--- config.mk ---
export PLATFORM = sky130hd
export DESIGN_NAME = soda_change_dispenser_flat
export DESIGN_NICKNAME = d
export VERILOG_FILES = /design/src/rtl/soda_change_dispenser_if.sv /design/src/rtl/soda_change_dispenser.sv /design/src/flat_wrapper.sv
export SDC_FILE = /design/constraint.sdc
export NUM_CORES = 1
export LEC_CHECK = 0
export CELL_PAD_IN_SITES_DETAIL_PLACEMENT = 1
export CELL_PAD_IN_SITES_GLOBAL_PLACEMENT = 1
export CORE_ASPECT_RATIO = 0.9
export CORE_MARGIN = 2
export CORE_UTILIZATION = 35
export DETAILED_ROUTE_END_ITERATION = 6
export GPL_TIMING_DRIVEN = 0
export HOLD_SLACK_MARGIN = 0.06
export PLACE_DENSITY_LB_ADDON = 0.1
export SYNTH_ARGS = -nofsm -noshare
export SYNTH_HDL_FRONTEND = slang
export SYNTH_SLANG_ARGS = --single-unit
--- constraint.sdc ---
create_clock -name clk -period 2.8 [get_ports clk]
set_clock_uncertainty 0.2 [all_clocks]
set_input_delay 0.56 -clock clk [delete_from_list [all_inputs] [get_ports clk]]
set_output_delay 0.56 -clock clk [all_outputs]
set_load 0.005 [all_outputs]
--- src/rtl/soda_change_dispenser_if.sv ---
// Request/status bundle between the coin-accounting block (master) and the
// change/soda actuator sequencer (slave).
interface soda_change_dispenser_if;
  logic       req;
  logic       vend;
  logic [1:0] nickel_num;
  logic [1:0] dimes_num;
  logic       nickel_empty;
  logic       dime_empty;
  logic       busy;
  logic       done;
  logic       vend_sol;
  logic       dime_sol;
  logic       nickel_sol;
  logic [5:0] short_cents;
  logic       short_flag;

  modport master (
    output req, vend, nickel_num, dimes_num, nickel_empty, dime_empty,
    input  busy, done, vend_sol, dime_sol, nickel_sol, short_cents, short_flag
  );

  modport slave (
    input  req, vend, nickel_num, dimes_num, nickel_empty, dime_empty,
    output busy, done, vend_sol, dime_sol, nickel_sol, short_cents, short_flag
  );
endinterface

--- src/rtl/soda_change_dispenser.sv ---
// Actuator sequencer: takes one vend/refund request and fires the soda,
// dime and nickel solenoids one item at a time with timed pulses and gaps.
// Items that cannot be paid because a hopper is empty are tallied in
// short_cents instead of being pulsed.
module soda_change_dispenser #(
  parameter int PULSE_CYCLES = 2500000,
  parameter int GAP_CYCLES   = 1250000,
  parameter int TIMER_W      = 22
) (
  input  logic                  clk,
  input  logic                  reset,
  soda_change_dispenser_if.slave bus
);

  typedef enum logic [2:0] {
    IDLE,
    SEL,
    VEND_ON,
    DIME_ON,
    NICKEL_ON,
    GAP,
    DONE
  } state_t;

  localparam logic [TIMER_W-1:0] PULSE_LOAD = TIMER_W'(PULSE_CYCLES);
  localparam logic [TIMER_W-1:0] GAP_LOAD   = TIMER_W'(GAP_CYCLES);

  state_t               state, state_nx;
  logic                 vend_pend, vend_pend_nx;
  logic [1:0]           dimes_pend, dimes_pend_nx;
  logic [1:0]           nickels_pend, nickels_pend_nx;
  logic [5:0]           short_q, short_nx;
  logic [TIMER_W-1:0]   timer, timer_nx;
  logic                 vend_sol_q, dime_sol_q, nickel_sol_q;

  // Next-state and datapath decisions; one item is resolved per SEL cycle.
  always_comb begin
    // NOTE: every signal gets its hold value first so no path through the
    // case statement leaves one unassigned and infers a latch.
    state_nx        = state;
    vend_pend_nx    = vend_pend;
    dimes_pend_nx   = dimes_pend;
    nickels_pend_nx = nickels_pend;
    short_nx        = short_q;
    timer_nx        = timer;

    case (state)
      IDLE: begin
        if (bus.req) begin
          vend_pend_nx    = bus.vend;
          dimes_pend_nx   = bus.dimes_num;
          nickels_pend_nx = bus.nickel_num;
          short_nx        = '0;
          state_nx        = SEL;
        end
      end

      SEL: begin
        if (vend_pend) begin
          vend_pend_nx = 1'b0;
          timer_nx     = PULSE_LOAD;
          state_nx     = VEND_ON;
        end else if (dimes_pend != 2'd0) begin
          dimes_pend_nx = dimes_pend - 2'd1;
          if (bus.dime_empty) begin
            short_nx = short_q + 6'd10;
          end else begin
            timer_nx = PULSE_LOAD;
            state_nx = DIME_ON;
          end
        end else if (nickels_pend != 2'd0) begin
          nickels_pend_nx = nickels_pend - 2'd1;
          if (bus.nickel_empty) begin
            short_nx = short_q + 6'd5;
          end else begin
            timer_nx = PULSE_LOAD;
            state_nx = NICKEL_ON;
          end
        end else begin
          state_nx = DONE;
        end
      end

      VEND_ON, DIME_ON, NICKEL_ON: begin
        if (timer <= TIMER_W'(1)) begin
          timer_nx = GAP_LOAD;
          state_nx = GAP;
        end else begin
          timer_nx = timer - TIMER_W'(1);
        end
      end

      GAP: begin
        if (timer <= TIMER_W'(1)) begin
          state_nx = SEL;
        end else begin
          timer_nx = timer - TIMER_W'(1);
        end
      end

      DONE:    state_nx = IDLE;
      default: state_nx = IDLE;
    endcase
  end

  // State, pending counts, shortfall tally and timer registers.
  always_ff @(posedge clk or posedge reset) begin
    if (reset) begin
      state        <= IDLE;
      vend_pend    <= 1'b0;
      dimes_pend   <= '0;
      nickels_pend <= '0;
      short_q      <= '0;
      timer        <= '0;
    end else begin
      // NOTE: non-blocking assignments so every register samples the values
      // from before this edge, independent of statement order.
      state        <= state_nx;
      vend_pend    <= vend_pend_nx;
      dimes_pend   <= dimes_pend_nx;
      nickels_pend <= nickels_pend_nx;
      short_q      <= short_nx;
      timer        <= timer_nx;
    end
  end

  // Solenoid drivers registered from the upcoming state so each coil is
  // glitch-free, high exactly while its *_ON state is current, and dropped
  // asynchronously by reset.
  always_ff @(posedge clk or posedge reset) begin
    if (reset) begin
      vend_sol_q   <= 1'b0;
      dime_sol_q   <= 1'b0;
      nickel_sol_q <= 1'b0;
    end else begin
      vend_sol_q   <= (state_nx == VEND_ON);
      dime_sol_q   <= (state_nx == DIME_ON);
      nickel_sol_q <= (state_nx == NICKEL_ON);
    end
  end

  assign bus.busy        = (state != IDLE);
  assign bus.done        = (state == DONE);
  assign bus.vend_sol    = vend_sol_q;
  assign bus.dime_sol    = dime_sol_q;
  assign bus.nickel_sol  = nickel_sol_q;
  assign bus.short_cents = short_q;
  assign bus.short_flag  = (short_q != 6'd0);

endmodule

--- src/flat_wrapper.sv ---
// flat-port wrapper written by rule: the top's interface ports become plain ports
module soda_change_dispenser_flat 
#(
  parameter int PULSE_CYCLES = 2500000,
  parameter int GAP_CYCLES   = 1250000,
  parameter int TIMER_W      = 22
)
  (clk, reset, bus_req, bus_vend, bus_nickel_num, bus_dimes_num, bus_nickel_empty, bus_dime_empty, bus_busy, bus_done, bus_vend_sol, bus_dime_sol, bus_nickel_sol, bus_short_cents, bus_short_flag);
  soda_change_dispenser_if bus_i ();
  input  logic clk;
  input  logic reset;
  input wire logic [$bits(bus_i.req)-1:0] bus_req;
  input wire logic [$bits(bus_i.vend)-1:0] bus_vend;
  input wire logic [$bits(bus_i.nickel_num)-1:0] bus_nickel_num;
  input wire logic [$bits(bus_i.dimes_num)-1:0] bus_dimes_num;
  input wire logic [$bits(bus_i.nickel_empty)-1:0] bus_nickel_empty;
  input wire logic [$bits(bus_i.dime_empty)-1:0] bus_dime_empty;
  output wire logic [$bits(bus_i.busy)-1:0] bus_busy;
  output wire logic [$bits(bus_i.done)-1:0] bus_done;
  output wire logic [$bits(bus_i.vend_sol)-1:0] bus_vend_sol;
  output wire logic [$bits(bus_i.dime_sol)-1:0] bus_dime_sol;
  output wire logic [$bits(bus_i.nickel_sol)-1:0] bus_nickel_sol;
  output wire logic [$bits(bus_i.short_cents)-1:0] bus_short_cents;
  output wire logic [$bits(bus_i.short_flag)-1:0] bus_short_flag;
  assign bus_i.req = bus_req;
  assign bus_i.vend = bus_vend;
  assign bus_i.nickel_num = bus_nickel_num;
  assign bus_i.dimes_num = bus_dimes_num;
  assign bus_i.nickel_empty = bus_nickel_empty;
  assign bus_i.dime_empty = bus_dime_empty;
  assign bus_busy = bus_i.busy;
  assign bus_done = bus_i.done;
  assign bus_vend_sol = bus_i.vend_sol;
  assign bus_dime_sol = bus_i.dime_sol;
  assign bus_nickel_sol = bus_i.nickel_sol;
  assign bus_short_cents = bus_i.short_cents;
  assign bus_short_flag = bus_i.short_flag;
  soda_change_dispenser #(.PULSE_CYCLES(PULSE_CYCLES), .GAP_CYCLES(GAP_CYCLES), .TIMER_W(TIMER_W)) u_core (.clk(clk), .reset(reset), .bus(bus_i));
endmodule
==> results of run 1 <==
==> final cells by class <==
cell class | count | area [µm²] | area share
inverters | 19 | 71.32 | 0.02254
clock buffers | 8 | 100.1 | 0.03163
multi-input cells | 224 | 1578 | 0.4986
flip-flops and latches | 39 | 975.9 | 0.3084
repair buffers | 23 | 235.2 | 0.07434
plain buffers | 16 | 83.83 | 0.02649
well taps | 96 | 120.1 | 0.03796
==> what timing repair did <==
item / in CTS / in global routing
pin swaps: 0 / 1
endpoints found under the setup margin: 9 / 20
gates resized for setup: 3 / 13
gates cloned: 0 / 0
==> worst min path at each step <==
stage / startpoint / endpoint / depth (start not counted)
after global routing: u_core.dimes_pend[0] / u_core.dimes_pend[0] / 1
after floorplan: u_core.dimes_pend[0] / u_core.dimes_pend[0] / 1
after detailed placement: u_core.dimes_pend[0] / u_core.dimes_pend[0] / 1
after global placement: u_core.dimes_pend[0] / u_core.dimes_pend[0] / 1
after CTS: u_core.dimes_pend[0] / u_core.dimes_pend[0] / 1
final: u_core.dimes_pend[0] / u_core.dimes_pend[0] / 1
==> registers in the layout, indices dropped and copies added, names as in the netlist <==
register / count
u_core.bus.nickel_sol: 1
u_core.bus.short_cents: 6
u_core.vend_pend: 1
u_core.dimes_pend: 2
u_core.nickels_pend: 2
u_core.bus.dime_sol: 1
u_core.timer: 22
u_core.bus.vend_sol: 1
u_core.state: 3
==> synth_stat cells (2+ instances only) <==
cell type	count	area (µm²)
dfrtp_1	39	975.9
nor2_1	20	75.07
inv_1	19	71.32
a211oi_1	14	105.1
nand2_1	14	52.55
o21ai_0	14	70.07
nor3_1	13	65.06
o31ai_1	13	97.59
a21oi_1	11	55.05
nand3_1	9	45.04
or4_1	9	67.56
buf_2	8	40.04
ha_1	8	100.1
clkbuf_1	7	26.28
or3_1	7	43.79
and3_1	6	37.54
o211ai_1	6	45.04
a22o_1	5	43.79
nor4_1	5	31.28
o41ai_1	5	43.79
xnor2_1	5	43.79
and2_1	4	25.02
nand2b_1	4	25.02
a31oi_1	3	18.77
nand4_1	3	18.77
nor2b_1	3	18.77
nor3_2	3	30.03
o21a_1	3	22.52
a21boi_0	2	15.01
a41oi_1	2	17.52
and4_1	2	17.52
nand3b_1	2	15.01
nor3b_1	2	15.01
o22ai_1	2	12.51
o311ai_0	2	17.52
o31a_1	2	17.52
==> per-stage QoR <==
stage                     worst slack (ns)  instances
final                               0.1393        425
after CTS                         0.004133        425
after global placement             -0.4111        415
after global routing               0.02329        425
after detailed placement           -0.4115        417
after floorplan                     0.5106        298
==> worst max-delay path, delay by kind of cell, from the launching register on <==
family / cells / cell delay (ns)
AO/OA/AOI/OAI: 1 / 0.21
buffers and inverters: 2 / 0.43
flip-flops: 1 / 0.42
AND/OR/NAND/NOR: 4 / 1.23
==> power by group <==
group | total, mW | internal [mW] | leakage (nW) | switching (mW)
logic | 0.0730 | 0.0347 | 0.753 | 0.0383
registers | 0.579 | 0.570 | 0.481 | 0.00902
clock network | 0.455 | 0.226 | 0.0515 | 0.229
total | 1.11 | 0.830 | 1.29 | 0.277
==> per-layer routing <==
metal | wire length, µm | global-route usage | up-vias
li1 | - | - | 1205
met1 | 4435 | 0.3454 | 1260
met2 | 3555 | 0.3013 | 48
met3 | 341 | 0.03304 | 10
met4 | 132 | 0.07922 | 0
met5 | 0 | 0 | -
==> logic make-up (layout without fill, tap and decap cells) <==
| kind of cell | after synthesis | count (layout) |
|---|---|---|
| buffers and inverters | 35 | 66 |
| flip-flops | 39 | 39 |
| AO/OA/AOI/OAI | 97 | 97 |
| adder cells (fa/ha/maj) | 8 | 8 |
| XOR/XNOR | 6 | 6 |
| AND/OR/NAND/NOR | 113 | 113 |
==> impl_metrics.toml, run 1 <==
[clock_tree]
cts-root-buf = "clkbuf_8"
cts_max_level = 2
postCtsHoldBufs = 0
cts_buffers = 5
cts_tree = "built"
cts.sinks = 39
path_clk_slew_ns = 0.09
cts.path.max_buffers = 2
clock_latency_ns = 0.31
postCtsSetupBuffers = 0

[cells_and_area]
finalInstanceArea_mm2 = 0.003164
utilization = 0.4258
drive_gt1_frac = 0.1064
diodes = 0
area_delta_synth_final_pct = 19.74
layout_common_cells = "dfrtp_1 (39), clkdlybuf4s50_1 (21), nor2_1 (20), inv_1 (18)"
num-fill-cells = 889
final_common_cell = "dfrtp_1"
final_nets = 346

[grt]
grt_start_max_net_pins = 29
track_usage = 0.2203
overflow = 0
antenna_found_initial = 0
first_global_vias = 2520
grt_pass1_wl_um = 13980

[synthesis]
synthFlopType = "dfrtp_1"
yosys-mux-area-fraction = 0
ys_seq_area_frac = 0.3693
yosysWarnings = 0
ys_ff_latch = 39
synthSimpleGateAreaFrac = 0.2495
synth_compound_area_frac = 0.2685
syn_inst = 298
synth_edf_count = 0
synthAdderAreaFrac = 0.03788
synth_xor_area_frac = 0.01989
avgSynthCellArea_um2 = 8.868
syn_nets = 316
synth_top_family_by_area = "compound AO/OA/AOI/OAI gates"
syn_area_mm2 = 0.002643
synth_cell_types = 58
synthArstFlopShare = 1.000

[place]
post_dp_cell_area_mm2 = 0.002998
port_buffers = 21
dp_hpwl_um = 6155
gp_congestion = 0.8661

[critical_path]
reg2reg_from = "u_core.timer[17]"
rr_endpoint = "u_core.timer[9]"
rr_worst_depth = 7
crit_path_max_fanout = 9
crit_type = "flop to flop"
crit_arrival_ns = 2.60
critPathCapture = "u_core.timer[9]"
required_ns = 2.74
max_stage_delay_ns = 0.43
cp-start-kind = "flop"
end_kind = "flop"
critical_path.startpoint = "u_core.timer[17]"
critPathSlowestCell = "or4_1"
ff2ff_setup_slack_ns = 0.14
crit_path_cell_trace = "or2_1, or3_1, clkbuf_1, or4_1, buf_2, nand2_2, o311ai_0"

[sta]
layout_min_cycle_time_ns = 2.661
min_period_over_period = 0.9502
finalHoldViolCount = 0
tightest_slew_ns = 0.7731
hold_slack_ns = 0.2912
rsz0062_at_grt = "false"
setup_violations = 0
tns_ns = 0
drv_slew = 0
slew_headroom = 0.4803
fmax_ghz = 0.3758

[route]
drt-pass1-iter-count = 4
wire_per_inst_um = 19.92
viasPerCell = 5.936
routed-via-count = 2523
first_iter_violations = 101
ant_nets = 0
drc = 0
totalWireLength_um = 8465

[hold_path]
hold_class = "flop to flop"

[floorplan]
die_w_um = 95.59
ios = 22
rows = 30
dieHeight_um = 86.43
start_util = 0.3556
core_mm2 = 0.007432
die_area_mm2 = 0.008262

[outcome]
status = "completed"

[power]
peakVddDrop_mv = 0.1533
total_power_mw = 1.107
power.density_mw_per_mm2 = 349.8
leakagePower_nw = 1.286

[run]
drv_cap = 0
Note: power is estimated with default switching activity, not from simulation.
==> run 2, diff against run 1 <==
- ABC_CLOCK_PERIOD_IN_PS: default -> 2800
==> results of run 2 <==
Same layout as run 1: the final DEF is identical, and so are final timing and power.
==> run 3, diff against run 2 <==
- CORE_MARGIN: 2 -> default
==> impl_metrics.toml, run 3 (synthesis results as in run 1) <==
[clock_tree]
postCtsHoldBufs = 0
cts-root-buf = "clkbuf_8"
cts.path.max_buffers = 2
path_clk_slew_ns = 0.08
cts_max_level = 2
cts_tree = "built"
clock_latency_ns = 0.30
cts_buffers = 5
cts.sinks = 39

[run]
drv_cap = 0

[route]
ant_nets = 0
drc = 0
wire_per_inst_um = 19.56
routed-via-count = 2526
first_iter_violations = 120
drt-pass1-iter-count = 4
totalWireLength_um = 8233
viasPerCell = 6.000

[sta]
setup_violations = 0
hold_slack_ns = 0.2885
tns_ns = 0
finalHoldViolCount = 0
drv_slew = 0
min_period_over_period = 0.9397
rsz0062_at_grt = "false"
fmax_ghz = 0.3801
slew_headroom = 0.4142
layout_min_cycle_time_ns = 2.631
tightest_slew_ns = 0.8714

[floorplan]
core_mm2 = 0.007184
rows = 29
die_area_mm2 = 0.007902
die_w_um = 93.59
dieHeight_um = 84.43
start_util = 0.3678
ios = 22

[critical_path]
crit_path_cell_trace = "or3b_1, buf_2, o41ai_4, clkbuf_4, buf_2, o31ai_1, a211oi_1"
cpMostUsedCell = "buf_2"
crit_family = "compound AO/OA/AOI/OAI gates"
end_kind = "flop"
max_stage_delay_ns = 0.44
path_buf_inv = 3
critPathSlowestCell = "dfrtp_1"
crit_path_max_fanout = 10
required_ns = 2.80
cp-start-kind = "flop"
crit_arrival_ns = 2.63
crit_type = "flop to flop"

[cells_and_area]
largest_reg_flops = 22
drive_gt1_frac = 0.1128
layout_common_cells = "dfrtp_1 (39), clkdlybuf4s50_1 (21), nor2_1 (20), inv_1 (18)"
stdcell_count = 421
final_nets = 346
regMostFlops = "u_core.timer"
area_delta_synth_final_pct = 19.51
final_common_cell = "dfrtp_1"
diodes = 0

[grt]
overflow = 0
first_global_vias = 2514
track_usage = 0.2268
grt_start_max_net_pins = 33
antenna_found_initial = 0
grt_pass1_wl_um = 13770

[power]
power.internal_uw = 798.8
p_seq_frac = 0.551
sw_frac_of_total = 0.2397
p_comb_frac = 0.070
switching_power_uw = 251.9
power_frac_clock = 0.379
power.density_mw_per_mm2 = 332.7
peakVddDrop_mv = 0.1358
leakagePower_nw = 1.286

[hold_path]
hold_class = "input port to async pin"

[place]
port_buffers = 21
dp_cells = 413
dp_hpwl_um = 6058
gp_congestion = 0.8592

[outcome]
status = "completed"
run 3: final timing paths:
check,startpoint,to,slack (ns),cells after the start
max in group asynchronous,reset,u_core.bus.short_cents[2],1.68,3
worst max register to register,u_core.state[2],u_core.timer[2],0.17,7
worst max-delay path,u_core.state[2],u_core.timer[2],0.17,7
worst min register to register,u_core.dimes_pend[0],u_core.dimes_pend[0],0.30,1
min in group clk,u_core.dimes_pend[0],u_core.dimes_pend[0],0.30,1
worst min-delay path,reset,u_core.dimes_pend[0],0.29,2
run 3: repair_timing:
| item | in CTS | in global routing |
|---|---|---|
| resized for setup | 4 | 12 |
| setup buffers | 0 | 2 |
| pin swaps | 1 | 1 |
| endpoints found under the setup margin | 6 | 18 |
run 3: final cells by class:
class,count,area (µm²)
plain buffers,15,77.57
well taps,93,116.4
multi-input cells,224,1584
clock inverters,1,5.005
flip-flops and latches,39,975.9
clock buffers,6,82.58
inverters,19,71.32
repair buffers,24,245.2
fillers,859,4026
run 3: metrics by stage:
| step | power (mW) | area [µm²] | setup slack, ns | util |
|---|---|---|---|---|
| floorplan | 0.6235 | 2643 | 0.5106 | - |
| global placement | 0.6578 | 2969 | -0.3812 | 0.4133 |
| global route | 1.105 | 3158 | 0.009034 | 0.4396 |
| CTS | 1.069 | 3100 | 0.002631 | 0.4316 |
| finish | 1.051 | 3158 | 0.1688 | 0.4396 |
| detailed placement | 0.6636 | 2989 | -0.3861 | 0.4161 |
run 3: power groups by stage:
stage               Clock [mW]  Sequential, mW  Combinational (mW)
floorplan                    0           0.588              0.0353
global placement             0           0.590              0.0680
detailed placement           0           0.590              0.0735
CTS                      0.416           0.579              0.0743
global route             0.441           0.580              0.0832
finish                   0.398           0.579              0.0732
run 3: per-layer routing:
layer / part of all wire / track usage
met1: 0.52 / 0.3538
met2: 0.43 / 0.3175
met3: 0.043 / 0.03895
met4: 0.0075 / 0.05175
met5: 0 / 0.04487
